==> src/rtl/rs_syndrome_gen.sv <==
// rs_syndrome_gen: beat-serial RS(10,8) GF(2^8) syndrome generator with registered codeword/syndrome output
module rs_syndrome_gen (
  input  logic        clk,
  input  logic        rst_n,
  input  logic        beat_valid,
  output logic        beat_ready,
  input  logic [39:0] beat_data,
  input  logic        beat_last,
  output logic        out_valid,
  input  logic        out_ready,
  output logic [79:0] cw_out,
  output logic [15:0] syn_out,
  output logic        syn_zero,
  output logic        frame_err,
  output logic [15:0] cw_count
);
  logic        phase_q, phase_d;
  logic [39:0] cw_hi_q, cw_hi_d;
  logic [7:0]  s0_p_q, s0_p_d, s1_p_q, s1_p_d;
  logic        out_valid_q, out_valid_d;
  logic [79:0] cw_q, cw_d;
  logic [15:0] syn_q, syn_d;
  logic        frame_err_q, frame_err_d;
  logic [15:0] cnt_q, cnt_d;
  logic        acc;
  logic [7:0]  s0_h, s1_h, s0_l, s1_l;

  function automatic logic [7:0] xt(input logic [7:0] b);
    return {b[6:0], 1'b0} ^ (b[7] ? 8'h1D : 8'h00);
  endfunction

  // alpha^n * b as a chain of constant xtime stages, n <= 7
  function automatic logic [7:0] apow(input logic [7:0] b, input int n);
    logic [7:0] r;
    r = b;
    for (int i = 0; i < 7; i++) r = (i < n) ? xt(r) : r;
    return r;
  endfunction

  assign beat_ready = !phase_q || !out_valid_q || out_ready;
  assign acc        = beat_valid && beat_ready;

  always_comb begin
    s0_h = '0;
    s1_h = '0;
    s0_l = s0_p_q ^ beat_data[15:8];
    s1_l = s1_p_q ^ beat_data[7:0];
    for (int k = 0; k < 5; k++) begin
      s0_h ^= beat_data[39-8*k -: 8];
      s1_h ^= apow(beat_data[39-8*k -: 8], k);
    end
    for (int k = 0; k < 3; k++) begin
      s0_l ^= beat_data[39-8*k -: 8];
      s1_l ^= apow(beat_data[39-8*k -: 8], k + 5);
    end
    phase_d     = phase_q;
    cw_hi_d     = cw_hi_q;
    s0_p_d      = s0_p_q;
    s1_p_d      = s1_p_q;
    out_valid_d = out_valid_q && !out_ready;
    cw_d        = cw_q;
    syn_d       = syn_q;
    cnt_d       = cnt_q;
    frame_err_d = acc && (beat_last ^ phase_q);
    if (acc && phase_q) begin
      cw_d        = {cw_hi_q, beat_data};
      syn_d       = {s0_l, s1_l};
      out_valid_d = 1'b1;
      phase_d     = 1'b0;
      cnt_d       = cnt_q + 16'd1;
    end else if (acc && !beat_last) begin
      cw_hi_d = beat_data;
      s0_p_d  = s0_h;
      s1_p_d  = s1_h;
      phase_d = 1'b1;
    end
  end

  always_ff @(posedge clk or negedge rst_n) begin
    if (!rst_n) begin
      phase_q     <= 1'b0;
      cw_hi_q     <= '0;
      s0_p_q      <= '0;
      s1_p_q      <= '0;
      out_valid_q <= 1'b0;
      cw_q        <= '0;
      syn_q       <= '0;
      frame_err_q <= 1'b0;
      cnt_q       <= '0;
    end else begin
      phase_q     <= phase_d;
      cw_hi_q     <= cw_hi_d;
      s0_p_q      <= s0_p_d;
      s1_p_q      <= s1_p_d;
      out_valid_q <= out_valid_d;
      cw_q        <= cw_d;
      syn_q       <= syn_d;
      frame_err_q <= frame_err_d;
      cnt_q       <= cnt_d;
    end
  end

  assign out_valid = out_valid_q;
  assign cw_out    = cw_q;
  assign syn_out   = syn_q;
  assign syn_zero  = syn_q == 16'd0;
  assign frame_err = frame_err_q;
  assign cw_count  = cnt_q;
endmodule

==> config.mk <==
export PLATFORM = sky130hd
export DESIGN_NAME = rs_syndrome_gen
export DESIGN_NICKNAME = d
export VERILOG_FILES = /design/src/rtl/rs_syndrome_gen.sv
export SDC_FILE = /design/constraint.sdc
export NUM_CORES = 1
export LEC_CHECK = 0
export CORE_UTILIZATION = 53
export CTS_CLUSTER_DIAMETER = 150
export DETAILED_ROUTE_END_ITERATION = 6
export GPL_ROUTABILITY_DRIVEN = 0
export PLACE_DENSITY = 0.85
export SYNTH_ARGS = -nofsm -noshare
export SYNTH_HDL_FRONTEND = slang
export SYNTH_SLANG_ARGS = --single-unit
==> constraint.sdc <==
create_clock -name clk -period 4.1 [get_ports clk]
set_clock_uncertainty 0.1 [all_clocks]
set_input_delay 0.82 -clock clk [delete_from_list [all_inputs] [get_ports clk]]
set_output_delay 0.82 -clock clk [all_outputs]
set_load 0.02 [all_outputs]
# Yosys cells after proc, flatten, opt, wreduce, memory -nomap -nowiden
# Index checks and enable logic that the tools add are counted.
[totals]
out_inout_bits = 116
ramBits = 0
inputBits = 45
memories = 0
reg_bits = 171
latch_bits = 0
romBits = 0
word_cells = 95
[classes]
n_mux = 28
shift = 0
bitwise_logic = 43
multipliers = 0
addsub = 1
n_eq_ne = 0
n_div = 0
reduce_logical = 14
n_lt_le_gt_ge = 0
[op_table]
columns = ["cell", "n"]
rows = [
  ["$xor A8 B5 Y8", 25],
  ["$xor A8 B8 Y8", 16],
  ["$mux W5", 25],
  ["$add A16 B1 Y16 const B", 1],
  ["$logic_not A16 Y1", 1],
  ["$logic_and A1 B1 Y1", 5],
  ["$logic_not A1 Y1", 4],
  ["$mux W1", 3],
  ["$logic_or A1 B1 Y1", 2],
  ["$reduce_and A2 Y1", 1],
  ["$reduce_bool A2 Y1", 1],
  ["$not A1 Y1", 1],
  ["$xor A1 B1 Y1", 1],
]

# Depth between registers and ports, before layout
# Gate-level depths: netlist of run 1.
[depth]
word_depth = 15
depth_mapped = 7
mapped_depth_nobuf = 6

# Worst setup path before layout of run 1
# No wires, ideal clock.
[synth_path]
kind = "input to register"
start = "input beat_data[31]"
end = "register syn_q[4] (netlist: syn_out[4])"
arrival_ps = 2122
t_required_ps = 3875
slack_ps = 1753
n_path_buf = 0
cell_stages = 5
setup_time_ps = 125
path_cell_list = "xor2_1 xor3_1 xnor2_1 xnor2_1 mux2_2"
[synth_between]
elab_chain_len = 10
word_cells_on_any_way = 11
cone_classes = "mux: 3; bitwise: 8"
[synth_lines]
columns = ["item", "line", "text"]
rows = [
  ["from (decl)", "7", "input logic [39:0] beat_data,"],
  ["$mux W5 *", "29", "return {b[6:0], 1'b0} ^ (b[7] ? 8'h1D : 8'h00);"],
  ["$xor A8 B5 Y8 * (4 in series)", "29", ""],
  ["$mux W5 / $xor A8 B5 Y8 (equally long branches)", "29", ""],
  ["$xor A8 B5 Y8 * (2 in series)", "29", ""],
  ["$xor A8 B8 Y8 * (2 in series)", "54", "s1_l ^= apow(beat_data[39-8*k -: 8], k + 5);"],
  ["to (signal assigned)", "97", "syn_q <= syn_d;"],
  ["to (decl)", "22", "logic [15:0] syn_q, syn_d;"],
]
# Every way passes the cells marked *; elsewhere a longest branch is shown, timed or not.
# A chain may end at the register's enable or synchronous reset.

# Worst setup path after layout of run 1
[layout_path]
start = "input out_ready"
end = "output beat_ready"
[layout_between]
elab_chain_len = 1
[layout_lines]
columns = ["item", "line", "text"]
rows = [
  ["from (decl)", "10", "input logic out_ready,"],
  ["$logic_or A1 B1 Y1", "40", "assign beat_ready = !phase_q || !out_valid_q || out_ready;"],
  ["to (decl)", "6", "output logic beat_ready,"],
]
# Every way passes these cells.

==> out/metrics.csv, run 1 <==
metric,value,unit
total_internal_power,4.37,mW
clk-insertion-delay-late,0.42,ns
clock_buffer_count_from_cts,17,
crit-reg2reg-launch,phase_q,
first_global_vias,5871,
setup_viol,0,
detailroute.via_count,5905,
static-leakage-power,4.83,nW
power_per_cell_area,659,mW/mm²
detail_route.iter0.violations,376,
setup_tns,0,ns
rsz0062_at_grt,no,
worst_slew_margin_rel,18.0,%
timing_limited_maximum_frequency,0.316,GHz
most_used_cells_in_the_layout_excluding_fill_and_tap_cells,"sky130_fd_sc_hd__nand2_1 (406), sky130_fd_sc_hd__dfrtp_1 (171), sky130_fd_sc_hd__clkdlybuf4s50_1 (159)",
synth-seq-cells,171,
num_io_pins,161,
cap_violations,0,
cp-end-kind,output port,
die_area,0.0148,mm²
postPlaceCellArea,0.00935,mm²
irDropWorstVdd,0.000379,V
flow.area_growth_from_synthesis,31.4,%
ys_seq_area_share,56.3,%
synth_top_area_share,56.3,%
cts_setup_buffers,0,
detail-route-antenna-nets,0,
clkSinkCount,171,
first_pass_iters,5,
postLayoutSetupSlackWorst,0.937,ns
worst-endpoint-required,3.18,ns
route.detailed.wl_per_inst,16.6,µm
rr_endpoint,s1_p_q[5],
antenna_found_initial,0,
ff2ff_setup_slack,1.89,ns
synth.avg_cell_area,9.34,µm²
clockPowerShare,26.5,%
dp_hpwl,12600,µm
stdcell_area,0.00999,mm²
placement.setup.worst_slack,0.941,ns
layout_min_cycle_time,3.16,ns
htree_levels,4,
cp-endpoint,beat_ready,
cts-root-buf,sky130_fd_sc_hd__clkbuf_16,
synthesis.instances,814,
ys_types,29,
timing_hold_violations_final,0,
die_h,122,µm
drt_drc_violations_left,0,
crit_type,primary input to output port,
tightestPinTransition,1.23,ns
groute.usage.overall,27.6,%
placementRows,43,
port-buffer-count,160,
core-area,0.0139,mm²
combPwrFrac,35.4,%
netSwitchingPower,2.22,mW
syn-num-nets,860,
cts_buffer_depth,2,
wire_length_of_the_first_global_routing_pass,30600,µm
tritoncts,built,
post_cts_resize_count,0,
detail_route.vias_per_cell,5.14,
power_frac_seq,38.1,%
worst_setup_path_startpoint,out_ready,
critPathMaxFanout,4,
setup_crit_start_kind,primary input,
grt_max_degree,86,
period_share,77.1,%
die-width,122,µm
finalNetCount,1002,
worst_setup_hold_path_clk_slew,0.06,ns
synth_top_cells_by_area,"sky130_fd_sc_hd__dfrtp_1 (56%), sky130_fd_sc_hd__nand2_1 (20%), sky130_fd_sc_hd__xnor2_1 (11%)",
yosys.area.top_type,sky130_fd_sc_hd__dfrtp_1,
synth-warning-count,0,
filler_cell_count_in_the_final_layout,1008,
post_synth_instance_area,0.00761,mm²
most_common_library_cell_in_the_layout_ignoring_fill_and_taps,sky130_fd_sc_hd__nand2_1,
cts_hold_buffers,0,
diodes,0,
power_switching_share,33.7,%
drive_above_1_share,5.06,%
status,completed,
data_arrival_time_of_the_critical_path,2.24,ns
start_util,54.6,%
globalRoute.totalOverflow,0,
reg2reg_depth,3,
routed_wire_length,19000,µm
hold_path_class,primary input to async pin,
timing.final.max_slew_violations,0,
## state kept, by name, summed over array words and instances, names as in the netlist
signal / flops
cw_out: 80
cw_hi_q: 40
cw_count: 16
syn_out: 16
s0_p_q: 8
s1_p_q: 8
frame_err: 1
out_valid: 1
phase_q: 1
## worst max-delay path, stage by stage
cell and delay (ns):
sky130_fd_sc_hd__clkdlybuf4s50_1 0.41, sky130_fd_sc_hd__nor2b_1 0.34, sky130_fd_sc_hd__nand2_1 0.12, sky130_fd_sc_hd__clkdlybuf4s50_1 0.55
## worst min path at each step
stage,startpoint,endpoint,slack [ns],cells past startpoint
after floorplan,cw_hi_q[0],cw_out[40],0.34,2
after global placement,cw_hi_q[37],cw_out[77],0.35,2
after detailed placement,cw_hi_q[14],cw_out[54],0.35,2
after CTS,cw_hi_q[12],cw_out[52],0.37,2
after global routing,cw_hi_q[4],cw_out[44],0.39,2
final,rst_n,cw_count[0],0.36,1
## power by group through the flow
stage                     clock (mW)  sequential, mW  combinational (mW)
after floorplan                    0            2.91               0.852
final                           1.75            2.51                2.33
after CTS                       1.76            2.51                2.35
after detailed placement           0            2.52                2.33
after global placement             0            2.51                2.27
after global routing            1.84            2.57                2.52
## through the flow
| step | util, % | hold slack [ns] | std cells | total power, mW |
|---|---|---|---|---|
| 3_3_place_gp | 67.1 | 0.347 | 1117 | 4.79 |
| 5_1_grt | 71.7 | 0.387 | 1149 | 6.93 |
| 3_5_place_dp | 67.1 | 0.351 | 1117 | 4.85 |
| 6_report | 71.7 | 0.357 | 1149 | 6.59 |
| 4_1_cts | 71.7 | 0.372 | 1149 | 6.62 |
| 2_1_floorplan | - | 0.339 | 814 | 3.76 |
## cells in the mapped netlist
master	instances
sky130_fd_sc_hd__o21ai_1	2
sky130_fd_sc_hd__xnor2_1	96
sky130_fd_sc_hd__nor3_1	1
sky130_fd_sc_hd__and3_1	4
sky130_fd_sc_hd__xor3_1	2
sky130_fd_sc_hd__xnor2_2	1
sky130_fd_sc_hd__or3b_2	1
sky130_fd_sc_hd__o21ai_0	28
sky130_fd_sc_hd__nor2_1	2
sky130_fd_sc_hd__mux2_2	1
sky130_fd_sc_hd__nor2b_1	1
sky130_fd_sc_hd__xor2_1	26
sky130_fd_sc_hd__ha_1	1
sky130_fd_sc_hd__a21o_1	1
sky130_fd_sc_hd__buf_4	1
sky130_fd_sc_hd__nand2_1	406
sky130_fd_sc_hd__xor3_2	1
sky130_fd_sc_hd__dfrtp_1	171
sky130_fd_sc_hd__clkdlybuf4s50_2	1
sky130_fd_sc_hd__nand3_1	7
sky130_fd_sc_hd__nand2b_1	1
sky130_fd_sc_hd__and4_1	2
sky130_fd_sc_hd__nor3b_1	1
sky130_fd_sc_hd__nand4_1	2
sky130_fd_sc_hd__and2_1	1
sky130_fd_sc_hd__xnor3_2	2
sky130_fd_sc_hd__nor4_1	5
sky130_fd_sc_hd__xnor3_1	3
sky130_fd_sc_hd__clkbuf_1	43
## area by class of cell
type	count	area (µm²)	area share (%)
clock buffers	19	443	4.43
clock inverters	13	198	1.98
multi-input cells	598	3170	31.7
repair buffers	168	1680	16.8
flip-flops and latches	171	4280	42.8
well taps	180	225	2.25
## kinds of logic (layout without fill, tap and decap cells)
| family | after synthesis | in the layout | synth area share, % |
|---|---|---|---|
| AO/OA/AOI/OAI | 31 | 31 | 2.07 |
| XOR/XNOR | 131 | 131 | 16.7 |
| adder cells (fa/ha/maj) | 1 | 1 | 0.164 |
| buffers and inverters | 45 | 200 | 2.37 |
| flip-flops | 171 | 171 | 56.3 |
| multiplexers | 1 | 1 | 0.148 |
| AND/OR/NAND/NOR | 434 | 434 | 22.3 |
## layer usage
layer / up-vias / GRT usage [%] / wire length (µm)
met5: - / 0 / 0
met4: 0 / 10.1 / 357
met3: 27 / 7.02 / 1360
met2: 202 / 43.6 / 9290
met1: 2888 / 36.7 / 8030
li1: 2788 / - / -
Power figures use the tool's default switching activity.
==> inputs of run 2 (changes only) <==
--- a/config.mk
+++ b/config.mk
@@ -5,11 +5,11 @@
 export SDC_FILE = /design/constraint.sdc
 export NUM_CORES = 1
 export LEC_CHECK = 0
-export CORE_UTILIZATION = 53
+export CORE_UTILIZATION = 51
 export CTS_CLUSTER_DIAMETER = 150
 export DETAILED_ROUTE_END_ITERATION = 6
 export GPL_ROUTABILITY_DRIVEN = 0
-export PLACE_DENSITY = 0.85
+export PLACE_DENSITY = 0.82
 export SYNTH_ARGS = -nofsm -noshare
 export SYNTH_HDL_FRONTEND = slang
 export SYNTH_SLANG_ARGS = --single-unit
==> constraint.sdc (replaced) <==
create_clock -name clk -period 3.15 [get_ports clk]
set_clock_uncertainty 0.1 [all_clocks]
set_input_delay 0.63 -clock clk [delete_from_list [all_inputs] [get_ports clk]]
set_output_delay 0.63 -clock clk [all_outputs]
set_load 0.02 [all_outputs]
==> out/metrics.csv, run 2 (synthesis results as in run 1) <==
metric,value,unit
first_pass_iters,5,
tightestPinTransition,0.710,ns
setup_tns,0,ns
clock_buffer_count_from_cts,17,
detailroute.via_count,5932,
max_ffs_per_register,80,
finish.cell_count_without_fillers,1166,
place.detailed.instances,1134,
status,completed,
layout_min_cycle_time,2.80,ns
die_area,0.0154,mm²
most_common_library_cell_in_the_layout_ignoring_fill_and_taps,sky130_fd_sc_hd__nand2_1,
timing.critical_path.slowest_cell_delay,0.56,ns
static-leakage-power,4.89,nW
first_global_vias,5762,
irDropWorstVdd,0.000456,V
start_util,52.3,%
cts_buffer_depth,2,
hold_ws,0.0540,ns
wire_length_of_the_first_global_routing_pass,30300,µm
groute.usage.overall,26.5,%
finalNetCount,1015,
sequential_standard_cell_area,0.00428,mm²
grt_max_degree,113,
cp-end-kind,output port,
worst_setup_hold_path_clk_slew,0.07,ns
worst_slew_margin_rel,52.7,%
core-area,0.0145,mm²
data_arrival_time_of_the_critical_path,2.07,ns
diodes,0,
power_per_cell_area,849,mW/mm²
crit_slowest_cell,sky130_fd_sc_hd__clkdlybuf4s50_1,
cts_setup_buffers,0,
crit_type,primary input to output port,
crit-reg2reg-launch,phase_q,
filler_cell_count_in_the_final_layout,1073,
worst-endpoint-required,2.42,ns
most_used_cells_in_the_layout_excluding_fill_and_tap_cells,"sky130_fd_sc_hd__nand2_1 (406), sky130_fd_sc_hd__dfrtp_1 (171), sky130_fd_sc_hd__clkdlybuf4s50_1 (159)",
tritoncts,built,
rsz0062_at_grt,no,
reg2reg_depth,5,
cp_cell_sequence,clkdlybuf4s50_1 > nor2b_1 > nand2_1 > clkdlybuf4s50_1,
clkSinkCount,171,
timing.final.max_slew_violations,0,
die-width,124,µm
num_io_pins,161,
globalRoute.totalOverflow,0,
cts_hold_buffers,0,
clk-insertion-delay-late,0.43,ns
rr_endpoint,cw_count[15],
drive_above_1_share,6.31,%
dp_hpwl,12800,µm
routed_wire_length,19000,µm
detail-route-antenna-nets,0,
setup_viol,0,
htree_levels,4,
path_common_cell,sky130_fd_sc_hd__clkdlybuf4s50_1,
timing_limited_maximum_frequency,0.357,GHz
multi_input_comb_area,0.00317,mm²
cts-root-buf,sky130_fd_sc_hd__clkbuf_16,
detail_route.vias_per_cell,5.09,
port-buffer-count,160,
antenna_found_initial,0,
critPathMaxFanout,4,
setup_crit_start_kind,primary input,
placementRows,44,
hold_path_class,primary input to async pin,
timing_hold_violations_final,0,
ff2ff_setup_slack,1.23,ns
drt_drc_violations_left,0,
post_cts_resize_count,0,
flow.area_growth_from_synthesis,33.5,%
die_h,124,µm
period_share,88.9,%
route.detailed.wl_per_inst,16.3,µm
detail_route.iter0.violations,328,
cap_violations,0,
[run 2: area by class of cell]
cell class              instances  share of cell area (%)
repair buffers                181                    17.8
clock inverters                11                    1.87
flip-flops and latches        171                    42.1
multi-input cells             598                    31.2
well taps                     184                    2.27
clock buffers                  21                    4.63
[run 2: per-stage QoR]
step	instance area [µm²]	setup slack [ns]	power [mW]	util (%)
2_1_floorplan	7610	0.993	4.90	-
3_3_place_gp	9490	0.312	6.25	65.3
3_5_place_dp	9490	0.327	6.31	65.3
4_1_cts	10200	0.330	8.67	69.9
5_1_grt	10200	0.267	9.07	69.9
6_report	10200	0.349	8.62	69.9
[run 2: critical path, delay by kind of cell]
kind	cells	cell delay (ns)
AND/OR/NAND/NOR	2	0.47
buffers and inverters	2	0.98
[run 2: report_power, final]
part / leakage (nW) / switching [mW] / total, mW / internal, mW
clock: 0.311 / 0.854 / 2.32 / 1.47
sequential: 2.16 / 0.434 / 3.27 / 2.84
combinational: 2.42 / 1.59 / 3.03 / 1.44
total: 4.89 / 2.87 / 8.62 / 5.75
[run 2: how the worst max path moves through the flow]
stage / start / endpoint / slack, ns / depth (start not counted)
after floorplan: beat_data[31] / syn_out[4] / 0.99 / 5
after global placement: beat_data[27] / syn_out[3] / 0.31 / 6
after detailed placement: beat_data[36] / syn_out[3] / 0.33 / 6
after CTS: out_ready / beat_ready / 0.33 / 4
after global routing: syn_out[1] / syn_zero / 0.27 / 3
final: out_ready / beat_ready / 0.35 / 4
[run 2: per-layer routing]
layer  vias to the layer above  part of all wire, %  track usage [%]
met3                        29                  6.5             6.09
met5                         -                    0                0
met4                         0                  1.9             9.52
met1                      2887                   44             35.2
met2                       205                   48             42.7
li1                       2811                    -                -
==> inputs of run 3 (changes only) <==
--- a/config.mk
+++ b/config.mk
@@ -9,6 +9,7 @@
 export CTS_CLUSTER_DIAMETER = 150
 export DETAILED_ROUTE_END_ITERATION = 6
 export GPL_ROUTABILITY_DRIVEN = 0
+export HOLD_SLACK_MARGIN = 0.03
 export PLACE_DENSITY = 0.82
 export SYNTH_ARGS = -nofsm -noshare
 export SYNTH_HDL_FRONTEND = slang
==> results of run 3 <==
The final DEF is identical to that of run 2; final timing and power are the same.
